===== config.mk =====
export PLATFORM = sky130hd
export DESIGN_NAME = instruction_fetch_stage
export DESIGN_NICKNAME = d
export VERILOG_FILES = /design/src/rtl/mips_pkg.sv /design/src/rtl/pc_next_select.sv /design/src/rtl/instruction_fetch_stage.sv
export SDC_FILE = /design/constraint.sdc
export NUM_CORES = 1
export LEC_CHECK = 0
export CORE_MARGIN = 8
export CORE_UTILIZATION = 25
export DETAILED_ROUTE_END_ITERATION = 6
export GPL_TIMING_DRIVEN = 0
export PLACE_DENSITY = 0.51
export RECOVER_POWER = 100
export SLEW_MARGIN = 30
export SYNTH_ARGS = -nofsm -noshare
export SYNTH_HDL_FRONTEND = slang
export SYNTH_HIERARCHICAL = 1
export SYNTH_SLANG_ARGS = --single-unit

===== constraint.sdc =====
create_clock -name clk -period 12.7 [get_ports clk]
set_input_delay 1.905 -clock clk [delete_from_list [all_inputs] [get_ports clk]]
set_output_delay 1.905 -clock clk [all_outputs]
set_load 0.005 [all_outputs]

===== src/rtl/mips_pkg.sv =====
// Shared MIPS pipeline definitions: fetch defaults, PC step and the IF/ID bundle.
package mips_pkg;

   localparam logic [31:0] RESET_PC_DEFAULT = 32'h0000_0000;
   localparam logic [31:0] NOP_WORD_DEFAULT = 32'h0000_0000;
   localparam logic [31:0] PC_INCR          = 32'd4;

   // IF/ID pipeline register contents, also consumed by the decode stage.
   typedef struct packed {
      logic [31:0] instr;
      logic [31:0] pc_plus4;
      logic        valid;
   } if_id_t;

   // Redirect targets are word addresses; low bits are silently dropped.
   function automatic logic [31:0] word_align(input logic [31:0] addr);
      return {addr[31:2], 2'b00};
   endfunction

endpackage


===== src/rtl/pc_next_select.sv =====
// Next-PC priority selection for the fetch stage: branch > stall > jump > sequential.
module pc_next_select
   import mips_pkg::*;
(
   input  logic [31:0] pc,
   input  logic        stall,
   input  logic        jump_valid,
   input  logic [31:0] jump_target,
   input  logic        branch_valid,
   input  logic [31:0] branch_target,
   output logic [31:0] pc_plus4,
   output logic [31:0] next_pc,
   output logic        if_id_load,
   output logic        bubble
);

   // Control semantics: these are level requests sampled on every rising edge,
   // with no ready/ack. A branch from EX always wins because anything younger
   // (including an ID jump) is on the wrong path. A stall freezes PC and IF/ID
   // and masks a jump; ID re-presents the jump once the stall clears.
   // A redirect writes a bubble into IF/ID; only the sequential case loads a
   // real instruction.

   // 32-bit add, wraps modulo 2^32 by construction.
   assign pc_plus4 = pc + PC_INCR;

   // Priority mux producing the next PC and the IF/ID update controls.
   always_comb begin
      next_pc    = pc_plus4;
      if_id_load = 1'b1;
      bubble     = 1'b0;
      if (branch_valid) begin
         next_pc    = word_align(branch_target);
         if_id_load = 1'b0;
         bubble     = 1'b1;
      end else if (stall) begin
         next_pc    = pc;
         if_id_load = 1'b0;
         bubble     = 1'b0;
      end else if (jump_valid) begin
         next_pc    = word_align(jump_target);
         if_id_load = 1'b0;
         bubble     = 1'b1;
      end
   end

endmodule


===== src/rtl/instruction_fetch_stage.sv =====
// IF stage: owns the PC, drives the combinational instruction ROM and
// registers the fetched word plus PC+4 into IF/ID.
module instruction_fetch_stage
   import mips_pkg::*;
#(
   parameter logic [31:0] RESET_PC = RESET_PC_DEFAULT,
   parameter logic [31:0] NOP_WORD = NOP_WORD_DEFAULT
)(
   input  logic        clk,
   input  logic        reset,
   output logic [31:0] imem_addr,
   input  logic [31:0] imem_instr,
   input  logic        stall,
   input  logic        jump_valid,
   input  logic [31:0] jump_target,
   input  logic        branch_valid,
   input  logic [31:0] branch_target,
   output logic [31:0] if_id_instr,
   output logic [31:0] if_id_pc_plus4,
   output logic        if_id_valid,
   output logic [31:0] fetch_count
);

   logic [31:0] pc;
   logic [31:0] pc_plus4;
   logic [31:0] next_pc;
   logic        if_id_load;
   logic        bubble;
   if_id_t      if_id;

   pc_next_select u_pc_next_select (
      .pc            (pc),
      .stall         (stall),
      .jump_valid    (jump_valid),
      .jump_target   (jump_target),
      .branch_valid  (branch_valid),
      .branch_target (branch_target),
      .pc_plus4      (pc_plus4),
      .next_pc       (next_pc),
      .if_id_load    (if_id_load),
      .bubble        (bubble)
   );

   // PC register; imem_addr is taken straight from it so no input reaches the ROM address combinationally.
   always_ff @(posedge clk or posedge reset) begin
      if (reset) pc <= RESET_PC;
      else       pc <= next_pc;
   end

   // IF/ID register: real fetch on sequential advance, bubble on redirect, hold on stall.
   always_ff @(posedge clk or posedge reset) begin
      if (reset) begin
         if_id.instr    <= NOP_WORD;
         if_id.pc_plus4 <= 32'h0;
         if_id.valid    <= 1'b0;
      end else if (bubble) begin
         if_id.instr <= NOP_WORD;
         if_id.valid <= 1'b0;
      end else if (if_id_load) begin
         if_id.instr    <= imem_instr;
         if_id.pc_plus4 <= pc_plus4;
         if_id.valid    <= 1'b1;
      end
   end

   // Fetch counter: counts only real instructions latched into IF/ID.
   always_ff @(posedge clk or posedge reset) begin
      if (reset)           fetch_count <= 32'h0;
      else if (if_id_load) fetch_count <= fetch_count + 32'd1;
   end

   assign imem_addr      = pc;
   assign if_id_instr    = if_id.instr;
   assign if_id_pc_plus4 = if_id.pc_plus4;
   assign if_id_valid    = if_id.valid;

endmodule


==> impl_metrics.json <==
{
  "outcome": "complete, but fails checks",
  "failed_checks": "capacitance limit, slew limit",
  "layout-drive-gt1-share": 0.1096,
  "htree_levels": 4,
  "skew_ns": 0.009264,
  "die_w_um": 175.2,
  "crit_fanout": 75,
  "regArea_um2": 3228,
  "portBuffers": 225,
  "relSlewSlack": -1.813,
  "setup_violations": 0,
  "grt.total_usage": 0.1478,
  "area_delta_synth_final_pct": 51.37,
  "path_clk_slew_ns": 0.06,
  "die_area_um2": 30710,
  "syn_area_per_cell_um2": 11.06,
  "cpPeakStageDelay_ns": 3.05,
  "clock_latency_ns": 0.41,
  "cts-root-buf": "clkbuf_16",
  "drtPass1Iterations": 5,
  "finalSetupTns_ns": 0,
  "synth_area_um2": 6340,
  "gp_congestion": 0.7975,
  "syn-instance-count": 573,
  "drc": 0,
  "die_h_um": 175.2,
  "synth_top_flop_cell": "dfrtp_1",
  "routed_wl_um": 22620,
  "critical_path_buf_inv_count": 3,
  "initial_core_util": 0.2532,
  "ioPinCount": 230,
  "drv_slew": 132,
  "crit_family": "buffers and inverters",
  "syn_nets": 676,
  "multi_input_area_um2": 2870,
  "rsz0062_at_grt": "no",
  "tightestPinTransition_ns": 4.220,
  "yosysSeqAreaShare": 0.5092,
  "wire_per_inst_um": 19.50,
  "fin_nets": 921,
  "synth_warnings": 6,
  "nFillCells": 2543,
  "finalWorstSetupSlack_ns": 5.271,
  "antenna_found_initial": 2,
  "grt_pass1_vias": 5637,
  "synth_area_leaders": "dfrtp_1 51%, mux2_2 6.4%, mux2i_1 5.2%, xnor2_1 5.0%, nor2_1 4.3%",
  "clock_sinks": 129,
  "setup.worst_path.class": "input pin to asynchronous set/reset pin",
  "drtAntennaViolNets": 0,
  "cts_setup_buffers": 0,
  "max-cap-violations": 2,
  "yosysUniqueCellTypes": 50,
  "grt_max_degree": 76,
  "numCtsBuffers": 17,
  "dr_total_vias": 5344,
  "worst_setup_path_start_kind": "input pin",
  "cp_slowest_cell": "clkbuf_1",
  "end_kind": "asynchronous set/reset pin",
  "drtIter0Drc": 319,
  "post-place-cells": 1129,
  "grt_pass1_wl_um": 35160,
  "peakVddDrop_uv": 72.03,
  "yosysTopAreaCell": "dfrtp_1",
  "synth-seq-cells": 129,
  "cts_hold_buf": 0,
  "async_flop_share": 1.000,
  "rows": 58,
  "dp_hpwl_um": 17260,
  "reg2reg_depth": 6,
  "finalHoldViolations": 0,
  "final_cells": 1160,
  "cts_tree": "built",
  "crit_required_ns": 12.23,
  "place_ws_ns": 6.792,
  "hold_path_class": "register to register",
  "min_path_cells": 1,
  "ctsResizeCount": 0,
  "powerDensity_nw_per_um2": 133.2,
  "arrival_ns": 6.96,
  "path_depth": 3,
  "total_leakage_power_nw": 4.139,
  "clock_path_buffers": 2,
  "fin_crit_ns": 7.429,
  "synth_top_area_frac": 0.5092,
  "path_cells": "dlygate4sd3_1 -> clkinvlp_2 -> clkbuf_1",
  "diodes": 0,
  "fin_crit_sh": 0.5849,
  "grt_overflow": 0,
  "vias_per_cell": 4.607,
  "coreArea_um2": 25040,
  "fmaxAchievable_ghz": 0.1346,
  "synth-edff-count": 0
}
-- state kept, by name, summed over array words and instances (netlist names) --
register / cells
imem_addr: 32
if_id_pc_plus4: 32
if_id_valid: 1
if_id_instr: 32
fetch_count: 32
-- stage by stage --
step                        util  total power [W]  cell area [µm²]  hold slack, ns
after floorplan                -        0.0006027             6340          0.4647
after global placement    0.3597        0.0007784             9005          0.4574
after detailed placement  0.3611        0.0007808             9040          0.4623
after CTS                 0.3862         0.001324             9668          0.4705
after global routing      0.3833         0.001342             9597          0.4952
final                     0.3833         0.001278             9597          0.4573
-- routing by layer --
metal	GRT usage	part of all wire	wire length, µm	vias to the layer above
met4	0.03603	0.012	277	4
met2	0.2397	0.48	10950	139
met5	0	0.00075	17	-
met3	0.04727	0.064	1449	18
li1	-	-	-	2553
met1	0.1876	0.44	9925	2630
-- cell usage in the layout, fill, tap and decap left out, drive strengths merged, types with 2 or more instances in the layout --
cell | synthesis | routed
a21oi | 12 | 12
a221o | 15 | 15
a221oi | 6 | 6
a22oi | 12 | 12
a2bb2oi | 4 | 4
and3 | 7 | 7
and4 | 5 | 5
buf | 18 | 9
bufinv | 0 | 4
clkbuf | 18 | 45
clkdlybuf4s50 | 0 | 92
clkinvlp | 0 | 5
dfrtp | 129 | 129
dlygate4sd3 | 0 | 133
ha | 2 | 2
inv | 10 | 15
mux2 | 37 | 37
mux2i | 33 | 33
nand2 | 31 | 31
nand2b | 2 | 2
nand3 | 19 | 19
nand4 | 23 | 23
nor2 | 73 | 73
nor2b | 2 | 2
nor3 | 16 | 16
nor3b | 2 | 2
nor4 | 9 | 9
o21ai | 12 | 12
o21ba | 3 | 3
o22ai | 2 | 2
o31a | 2 | 2
or2 | 3 | 3
or4 | 2 | 2
xnor2 | 36 | 36
xor2 | 22 | 22
-- cells in the mapped netlist (5+ instances only) --
library cell  instances
nand4_1              19
and3_1                7
o21ai_0              11
nand2_1              31
and4_1                5
nand3_1              18
a221o_1              15
buf_2                 7
inv_1                10
a21oi_1              12
nor4_1                5
mux2_2               36
nor3_1               14
mux2i_1              33
xnor2_1              36
nor2_1               73
clkbuf_1             18
a221oi_1              6
a22oi_1              12
xor2_1               21
dfrtp_1             129
buf_1                 6
-- worst paths after layout --
kind                                  from  slack [ns]               to
setup reg to reg              imem_addr[3]       10.31    imem_addr[24]
max in group clk                jump_valid        6.60  fetch_count[16]
hold reg to reg            fetch_count[31]        0.46  fetch_count[31]
min in group asynchronous            reset        2.61  if_id_instr[26]
setup / recovery                     reset        5.27    imem_addr[11]
hold / removal             fetch_count[31]        0.46  fetch_count[31]
-- final cells by class --
class / instances / share of cell area
timing repair buffer: 226 / 0.2351
clock buffer: 17 / 0.04433
tap: 330 / 0.04302
inverter: 10 / 0.004042
clock inverter: 14 / 0.02112
multi-input combinational: 398 / 0.2991
buffer: 36 / 0.01695
sequential: 129 / 0.3364
-- cell families after synthesis --
kind of cell | after synthesis | share of synthesized area
muxes | 70 | 0.1178
AOI/OAI and AO/OA | 71 | 0.08486
and+or+nand+nor | 197 | 0.1695
buffers and inverters | 46 | 0.03335
adders and majority gates | 2 | 0.003946
DFF | 129 | 0.5092
xor gates and xnor gates | 58 | 0.08131
-- report_power, final --
part           switching (W)  internal, W  leakage, nW  total, W
Combinational       0.000102     0.000142         2.17  0.000245
Clock               0.000201     0.000332        0.294  0.000533
Sequential         0.0000414     0.000459         1.68  0.000500
No activity file was read; power rests on OpenSTA's default activity.
